<file path="src/rtl/cpu_pkg.sv">
// Shared CPU package: divider state encoding, sizes and sign helpers.
package cpu_pkg;

    localparam int DIV_WIDTH = 32;
    localparam int DIV_ITER  = 32;

    typedef enum logic [1:0] {
        IDLE,
        RUN,
        FIN
    } div_state_t;

    function automatic logic [DIV_WIDTH-1:0] negate(
        input logic [DIV_WIDTH-1:0] x
    );
        return ~x + DIV_WIDTH'(1);
    endfunction

    // 0x80000000 maps to itself, which is its correct unsigned magnitude
    function automatic logic [DIV_WIDTH-1:0] abs_val(
        input logic [DIV_WIDTH-1:0] x,
        input logic                 sgn
    );
        return (sgn && x[DIV_WIDTH-1]) ? negate(x) : x;
    endfunction

endpackage

</file>
<file path="src/rtl/div_unit.sv">
// Iterative radix-2 restoring divider for DIV/DIVU, one quotient bit per cycle.
module div_unit
    import cpu_pkg::*;
#(
    parameter int WIDTH = DIV_WIDTH,
    parameter int ITER  = DIV_ITER
) (
    input  logic             clk,
    input  logic             rst_n,
    input  logic             start,
    input  logic             is_signed,
    input  logic [WIDTH-1:0] dividend,
    input  logic [WIDTH-1:0] divisor,
    output logic             busy,
    output logic             done,
    output logic [WIDTH-1:0] quotient,
    output logic [WIDTH-1:0] remainder,
    output logic             div_by_zero
);

    localparam int CW = $clog2(ITER);

    div_state_t state_q, state_d;

    logic [CW-1:0]    cnt_q;
    logic [WIDTH-1:0] rem_q;
    logic [WIDTH-1:0] quo_q;
    logic [WIDTH-1:0] dvs_q;
    logic             neg_q_q;
    logic             neg_r_q;
    logic             dbz_q;

    logic             last;
    logic [WIDTH:0]   shifted;
    logic [WIDTH:0]   diff;
    logic [WIDTH-1:0] q_next;
    logic [WIDTH-1:0] r_next;
    logic [WIDTH-1:0] q_fix;
    logic [WIDTH-1:0] r_fix;

    assign last = (cnt_q == CW'(ITER - 1));

    // quo_q shifts dividend bits out of the top while quotient bits enter below
    always_comb begin
        shifted = {rem_q, quo_q[WIDTH-1]};
        diff    = shifted - {1'b0, dvs_q};
        q_next  = {quo_q[WIDTH-2:0], ~diff[WIDTH]};
        r_next  = diff[WIDTH] ? shifted[WIDTH-1:0] : diff[WIDTH-1:0];
        q_fix   = dbz_q ? '1 : (neg_q_q ? negate(q_next) : q_next);
        r_fix   = neg_r_q ? negate(r_next) : r_next;
    end

    always_comb begin
        state_d = state_q;
        unique case (state_q)
            IDLE: if (start) state_d = RUN;
            RUN:  if (last)  state_d = FIN;
            FIN:             state_d = IDLE;
            default:         state_d = IDLE;
        endcase
    end

    always_ff @(posedge clk or negedge rst_n) begin
        if (!rst_n) state_q <= IDLE;
        else        state_q <= state_d;
    end

    always_ff @(posedge clk or negedge rst_n) begin
        if (!rst_n) begin
            cnt_q       <= '0;
            rem_q       <= '0;
            quo_q       <= '0;
            dvs_q       <= '0;
            neg_q_q     <= 1'b0;
            neg_r_q     <= 1'b0;
            dbz_q       <= 1'b0;
            quotient    <= '0;
            remainder   <= '0;
            div_by_zero <= 1'b0;
        end else begin
            unique case (state_q)
                IDLE: begin
                    if (start) begin
                        cnt_q   <= '0;
                        rem_q   <= '0;
                        quo_q   <= abs_val(dividend, is_signed);
                        dvs_q   <= abs_val(divisor, is_signed);
                        neg_q_q <= is_signed & (dividend[WIDTH-1] ^ divisor[WIDTH-1]);
                        neg_r_q <= is_signed & dividend[WIDTH-1];
                        dbz_q   <= (divisor == '0);
                    end
                end
                RUN: begin
                    rem_q <= r_next;
                    quo_q <= q_next;
                    cnt_q <= cnt_q + CW'(1);
                    // results land as FIN begins so they are valid with done
                    if (last) begin
                        quotient    <= q_fix;
                        remainder   <= r_fix;
                        div_by_zero <= dbz_q;
                    end
                end
                default: ;
            endcase
        end
    end

    assign busy = (state_q != IDLE);
    assign done = (state_q == FIN);

endmodule

</file>
<file path="config.mk">
export PLATFORM = sky130hd
export DESIGN_NAME = div_unit
export DESIGN_NICKNAME = d
export VERILOG_FILES = /design/src/rtl/cpu_pkg.sv /design/src/rtl/div_unit.sv
export SDC_FILE = /design/constraint.sdc
export NUM_CORES = 1
export LEC_CHECK = 0
export ABC_AREA = 1
export CORE_UTILIZATION = 40
export CTS_BUF_LIST = sky130_fd_sc_hd__clkbuf_4 sky130_fd_sc_hd__clkbuf_8
export DETAILED_ROUTE_END_ITERATION = 8
export GPL_TIMING_DRIVEN = 1
export PLACE_DENSITY = 0.63
export SYNTH_ARGS = -nofsm -noshare
export SYNTH_HDL_FRONTEND = slang
export SYNTH_SLANG_ARGS = --single-unit
</file>
<file path="constraint.sdc">
create_clock -name clk -period 5.25 [get_ports clk]
set_input_delay 1.05 -clock clk [delete_from_list [all_inputs] [get_ports clk]]
set_output_delay 1.05 -clock clk [all_outputs]
set_load 0.05 [all_outputs]
</file>
# --- After elaboration in Yosys (flattened, before gate mapping) ---
# Index checks and enable logic that the tools add are counted.
classes:
  add_sub_neg: 6
  bitwise: 8
  eq_ne: 5
  n_mux: 15
  n_reduce_logical: 10
op_table:
  columns: ["op", "count"]
  rows:
  - ["two-way mux 32 bit", 8]
  - ["adder 32 x 1 -> 32 bit (second input constant)", 4]
  - ["inverter 32 bit", 4]
  - ["case mux 32 bit (2 select lines)", 2]
  - ["subtractor 33 x 32 -> 33 bit", 1]
  - ["zero test 32 bit", 1]
  - ["case mux 5 bit (2 select lines)", 1]
  - ["AND reduction 2 bit", 4]
  - ["adder 5 x 1 -> 5 bit (second input constant)", 1]
  - ["equality test 5 bit (second input constant)", 1]
  - ["two-way mux 5 bit", 1]
  - ["two-way mux 2 bit", 2]
  - ["inequality test 2 bit (second input constant)", 2]
  - ["case mux 2 bit (2 select lines)", 1]
  - ["nonzero test 2 bit", 2]
  - ["bitwise AND 1 bit", 2]
  - ["equality test 2 x 1 -> 1 bit (second input constant)", 1]
  - ["equality test 2 bit (second input constant)", 1]
  - ["logical AND 1 bit", 2]
  - ["zero test 2 bit", 1]
  - ["inverter 1 bit", 1]
  - ["bitwise XOR 1 bit", 1]
totals:
  word_cells: 55
  in_bits: 68
  regBits: 171
  out_inout_bits: 67

# --- Longest topological paths before layout ---
# Gate-level depths: netlist of the first run.
logic_depth:
  word_depth: 6
  depth_mapped: 28
  ltp_nobuf: 26

# --- Least setup slack after synthesis of the first run ---
# OpenSTA, ideal clock, no wires.
synth_path:
  path_type: "reg-to-reg"
  start: "register quo_q[31]"
  end: "register quotient[30]"
  period_less_slack_ns: 3.660
  path_stages_with_launch: 26
  path_buffers: 2
  setup_time_ns: 0.120
  setup_slack_ns: 1.590
  arrival_time_ns: 3.541
  required_time_ns: 5.130
  path_cell_list: "dfrtp_1 > inv_1 > ha_1 > inv_1 > fa_1 > nand2_1 > nand2_1 > nand3_1 > nand2_1 > nand2_1 > nand2_2 > nand2_4 > nand3_4 > nand2_8 > buf_8 > buf_6 > ha_1 > nand2_1 > nor2_1 > nand3_1 > o41ai_1 > o21ai_0 > nor2_1 > xnor2_1 > o22ai_1 > inv_1"
synth_via:
  elab_chain_cells: 6
synth_lines:
  columns: ["element", "line_no", "source"]
  rows:
  - ["from (decl)", "div_unit.sv:27", "logic [WIDTH-1:0] quo_q;"]
  - ["from (signal assigned)", "div_unit.sv:86", "quo_q <= abs_val(dividend, is_signed);"]
  - ["from (signal assigned)", "div_unit.sv:95", "quo_q <= q_next;"]
  - ["subtractor 33 x 32 -> 33 bit", "div_unit.sv:46", "diff = shifted - {1'b0, dvs_q};"]
  - ["inverter 1 bit", "div_unit.sv:47", "q_next = {quo_q[WIDTH-2:0], ~diff[WIDTH]};"]
  - ["inverter 32 bit", "cpu_pkg.sv:16", "return ~x + DIV_WIDTH'(1);"]
  - ["adder 32 x 1 -> 32 bit", "cpu_pkg.sv:16", null]
  - ["two-way mux 32 bit (2 in a row)", "div_unit.sv:49", "q_fix = dbz_q ? '1 : (neg_q_q ? negate(q_next) : q_next);"]
  - ["to (signal assigned)", "div_unit.sv:99", "quotient <= q_fix;"]
  - ["to (decl)", "div_unit.sv:16", "output logic [WIDTH-1:0] quotient,"]
# Every way passes these cells.
# A chain may end at the register's enable or synchronous reset.

# --- Final worst setup path of the first run ---
# Same ends and word-level chain as after synthesis.

==> reports/metrics.cfg, run 1 <==
[critical_path]
startpoint=quo_q[31]
worstPathMaxFanout=43
cp.arrival_ns=4.61
reg2reg_depth=23
critPathRequiredTime_ns=5.67
end_kind=register
r2r_start=quo_q[31]
r2r_slack_ns=1.06
worst-setup-path-type=register to register
worstSetupStartpointType=register

[min_path]
whs_path_depth=2
hp-class=register to register
worstHoldStart=remainder[30]

[clocking]
cts_max_level=4
clkLatencyLatePin_ns=0.50
cts_hold_buffers=0
post_cts_resized=0
clock_path_buffers=2
cts_made_buffers=17
cts_sinks=171
tritoncts=built
cts_root_buffer=clkbuf_8
clk_pin_slew_worst_paths_ns=0.10
post_cts_buffers=0

[timing]
fin_setup_tns_ns=0
rsz0062_at_grt=false
worstMarginPinSlew_ns=0.932
final-setup-viol-count=0
holdWs_ns=0.486
slew_headroom_pct=37.9
fmax_mhz=239
hold_violations=0
slew_violations=0
period_share_pct=79.8
final.setup_skew_ns=0.0339
timing.final.crit_period_ns=4.19

[die]
initial_core_util_pct=41.1
ioPinCount=135
dieHeight_um=180
dieArea_mm2=0.0325
core_mm2=0.0309
die_w_um=180
rows=64

[global_route]
grt_antenna_before_repair=0
busiest_layer=met2
gr-usage-all-layers_pct=25.7
grt_pass1_vias=12200
use_met1_pct=32.6
met2_usage_pct=44.2
grt_max_degree=93
overflow=0
grt_first_pass_wirelength_um=65800
gr-usage-met3_pct=4.35

[logic_synthesis]
yosysTopAreaCell=dfrtp_1
synth_nets=1954
synth_area_per_cell_um2=6.87
netlist_instances=1847
yosysWarnings=0
syn-cell-area_mm2=0.0127
synth-edff-count=0
ys_types=59
synth_top_flop_cell=dfrtp_1
ys_async_sr_fraction_pct=100
synth_top_area_share_pct=33.7
ys_seq_area_share_pct=33.7
ys_top_cells_by_area=dfrtp_1 (34%), nand2_1 (16%), inv_1 (7.6%)
ys_ff_latch=171

[placed_design]
gp_congestion=0.947
port_buffers=134
hpwlAfterDp_um=31700

[finish]
layout-drive-gt1-share_pct=6.29
num-fill-cells=3195
nets=2064
syn_to_final_growth_pct=16.0
diodes=0

[route]
num_vias=12300
drc=0
wl_per_cell_um=17.2
via_per_inst=5.20
dr.first_iter.drc_count=1000
final_antenna_net_count=0
routed_wl_um=40600
drtPass1Iterations=5

[flow_run]
cap_violations=0

[run_status]
status=finished clean

synth_stat cells, types with 10 or more instances:
library cell,n
nor3_1,29
ha_1,38
o21ai_0,118
clkbuf_1,37
nor2_2,10
dfrtp_1,171
xor2_1,62
inv_1,256
a21oi_1,42
nor2_1,154
a22oi_1,26
nand4_1,12
nand3_1,108
nand2_2,26
xnor2_1,41
nand3b_1,10
nand2_1,536
o22ai_1,49
area by class of cell:
type                       instances  area [um^2]  area share, %
timing repair buffer             146         1430           9.73
clock inverter                    13          133          0.900
sequential                       171         4280           29.0
tap                              396          495           3.36
multi-input combinational       1353         7140           48.4
clock buffer                      19          249           1.69
inverter                         268         1010           6.83
stage by stage:
step	worst slack [ns]	instances	util, %	cell area, um^2
2_1_floorplan	1.59	1847	-	12700
3_3_place_gp	1.15	2334	46.4	14300
3_5_place_dp	1.13	2334	46.4	14300
4_1_cts	1.08	2366	47.7	14700
5_1_grt	0.632	2366	47.7	14700
6_report	1.06	2366	47.7	14700
registers in the layout, summed over array words and instances, names as in the netlist, 2 cells and up:
register / cells
dvs_q: 32
rem_q: 32
quo_q: 32
state_q: 2
remainder: 32
cnt_q: 5
quotient: 32
critical path, stage by stage, from the launching register on:
cell	delay, ns
dfrtp_1	0.38
inv_1	0.10
ha_1	0.15
inv_1	0.07
fa_1	0.40
nand2_1	0.08
nand2_1	0.08
nand3_1	0.10
nand2_1	0.11
nand2_1	0.09
nand2_2	0.09
nand2_4	0.12
nand3_4	0.14
nand2_8	0.28
ha_1	0.23
nand2_1	0.10
nor2_1	0.32
nand3_1	0.19
o41ai_1	0.41
o21ai_0	0.23
nor2_1	0.16
xnor2_1	0.14
o22ai_1	0.08
inv_1	0.08
layer usage:
metal / part of all wire (%) / routed length [um] / vias up
met3: 5.0 / 2030 / 57
met1: 44 / 18000 / 5778
met5: 0 / 0 / -
li1: - / - / 6157
met4: 3.0 / 1220 / 0
met2: 48 / 19400 / 321
layout by cell type, fill, tap and decap left out, types with 5 or more instances in the layout:
master and instances:
a21oi_1 42, nor4_1 8, nand4_1 12, clkdlybuf4s50_1 133, o22a_1 5, nand3_1 108, nor3_1 29, buf_4 12
nand2_2 27, inv_2 9, o221ai_1 6, o21a_1 5, inv_1 256, nand2_1 535, o21ai_2 7, xnor2_1 41
nor2_1 153, a22oi_1 26, nand2_4 8, dfrtp_1 171, o21ai_1 7, o21ai_0 118, o22ai_1 49, o21bai_1 6
xor2_1 62, nand3b_1 10, nor2_2 11, inv_6 5, ha_1 38, clkbuf_8 17
kinds of logic (layout without fill, tap and decap cells):
group	after synthesis	count (layout)	synth area share (%)
compound gates	292	292	13.9
buf+inv	323	446	10.1
simple gates	919	919	31.2
fa+ha+maj	39	39	3.90
xor+xnor	103	103	7.11
flops	171	171	33.7
worst paths after layout:
kind,end
worst max-delay path,quotient[30]
worst min-delay path,remainder[30]
worst max register to register,quotient[30]
worst min register to register,remainder[30]
max in group asynchronous,quo_q[14]
min in group asynchronous,rem_q[17]
Power of run 1 is left out: the tool's default activity adds up to more than one toggle a clock period on the data nets, which glitch-free logic cannot reach.
==> inputs of run 2 (changes only) <==
- clock period: 5.25 -> 3.9 ns (I/O delays scaled with it)
==> reports/metrics.cfg, run 2 (synthesis results as in run 1) <==
[run_status]
status=finished clean  ; unchanged

[timing]
slew_violations=0  ; unchanged
rsz0062_at_grt=false  ; unchanged
worstMarginPinSlew_ns=1.21  ; was 0.932 ns
timing.final.crit_period_ns=3.62  ; was 4.19 ns
fmax_mhz=276  ; was 239 MHz
slew_headroom_pct=18.6  ; was 37.9%
final-setup-viol-count=0  ; unchanged
period_share_pct=92.8  ; was 79.8%
final.setup_skew_ns=0.0213  ; was 0.0339 ns
hold_violations=0  ; unchanged
holdWs_ns=0.126  ; was 0.486 ns

[placed_design]
hpwlAfterDp_um=32700  ; was 31,700 um
gp_congestion=0.995  ; was 0.947
port_buffers=134  ; unchanged

[critical_path]
critPathRequiredTime_ns=4.32  ; was 5.67 ns
worst-setup-path-type=register to register  ; unchanged
worstSetupStartpointType=register  ; unchanged
cp.arrival_ns=4.04  ; was 4.61 ns
worstPathMaxFanout=15  ; was 43
end_kind=register  ; unchanged

[flow_run]
cap_violations=0  ; unchanged

[clocking]
post_cts_resized=0  ; unchanged
cts_max_level=4  ; unchanged
clkLatencyLatePin_ns=0.49  ; was 0.50 ns
cts_sinks=171  ; unchanged
cts_made_buffers=17  ; unchanged
clock_path_buffers=2  ; unchanged
post_cts_buffers=0  ; unchanged
tritoncts=built  ; unchanged
clk_pin_slew_worst_paths_ns=0.11  ; was 0.10 ns
cts_hold_buffers=0  ; unchanged
cts_root_buffer=clkbuf_8  ; unchanged

[min_path]
hp-class=primary input to asynchronous set/reset pin  ; was register to register

[route]
drc=0  ; unchanged
dr.first_iter.drc_count=862  ; was 1,000
drtPass1Iterations=5  ; unchanged
routed_wl_um=42100  ; was 40,600 um
via_per_inst=5.23  ; was 5.20
final_antenna_net_count=0  ; unchanged
wl_per_cell_um=17.7  ; was 17.2 um
num_vias=12400  ; was 12,300

[finish]
layout_commonest_cell=nand2_1  ; unchanged
num-fill-cells=3201  ; was 3,195
layout_common_cells=nand2_1 (533), inv_1 (256), dfrtp_1 (171)  ; was nand2_1 (535), inv_1 (256), dfrtp_1 (171)
syn_to_final_growth_pct=17.3  ; was 16.0%
layout-drive-gt1-share_pct=7.13  ; was 6.29%
nets=2071  ; was 2,064
diodes=0  ; unchanged

[global_route]
met2_usage_pct=45.8  ; was 44.2%
grt_antenna_before_repair=0  ; unchanged
use_met1_pct=33.7  ; was 32.6%
grt_first_pass_wirelength_um=66300  ; was 65,800 um
gr-usage-met3_pct=2.69  ; was 4.35%
grt_max_degree=152  ; was 93
overflow=0  ; unchanged
grt_pass1_vias=12000  ; was 12,200
gr-usage-all-layers_pct=26.1  ; was 25.7%
busiest_layer=met2  ; unchanged

[die]
die_w_um=180  ; unchanged
initial_core_util_pct=41.1  ; unchanged
rows=64  ; unchanged
core_mm2=0.0309  ; unchanged
dieArea_mm2=0.0325  ; unchanged
dieHeight_um=180  ; unchanged
ioPinCount=135  ; unchanged

## run 2: worst max-delay path, stage by stage (launching register included)
cell	delay [ns]
dfrtp_1	0.38
inv_1	0.10
ha_1	0.16
inv_1	0.07
fa_1	0.40
nand2_1	0.08
nand2_1	0.08
nand3_1	0.09
nand2_1	0.10
nand2_1	0.09
nand2_2	0.09
nand2_4	0.12
nand3_4	0.19
nand2_8	0.24
buf_4	0.22
nand2_1	0.08
nand2_2	0.14
nand2_1	0.12
nor2_2	0.13
nand2_1	0.09
a21oi_2	0.24
nand2_1	0.08
nand3_1	0.09
nand3_1	0.11
nand2_1	0.08
## run 2: final cells by class
class                      count  area, um^2  area share, %
timing repair buffer         153        1510           10.1
tap                          396         495           3.33
inverter                     268        1010           6.76
clock inverter                14         154           1.03
multi-input combinational   1353        7200           48.4
clock buffer                  18         248           1.66
sequential                   171        4280           28.7
## run 2: worst paths after layout
path                               start             to  slack (ns)  cells after the start
min in group clk           remainder[22]  remainder[22]        0.49                      2
hold / removal                     rst_n      rem_q[21]        0.13                      1
setup reg to reg               quo_q[31]  remainder[21]        0.28                     24
max in group asynchronous          rst_n      quo_q[17]        2.62                      2
hold reg to reg            remainder[22]  remainder[22]        0.49                      2
setup / recovery               quo_q[31]  remainder[21]        0.28                     24
## run 2: metrics by stage
| step | setup WS [ns] | cells | TNS, ns | area [um^2] | util [%] |
|---|---|---|---|---|---|
| finish | 0.281 | 2373 | 0 | 14900 | 48.2 |
| global route | 0.00672 | 2373 | 0 | 14900 | 48.2 |
| CTS | 0.146 | 2373 | 0 | 14800 | 47.9 |
| detailed placement | -0.366 | 2341 | -0.519 | 14400 | 46.6 |
| global placement | -0.319 | 2341 | -0.459 | 14400 | 46.6 |
| floorplan | 0.240 | 1847 | 0 | 12700 | - |
## run 2: per-layer routing
metal  share of wire (%)  vias to the layer above
met4                 2.6                        0
li1                    -                     6164
met5                   0                        -
met1                  45                     5825
met3                 4.0                       48
met2                  49                      368
Power of run 2 is left out for the same reason.
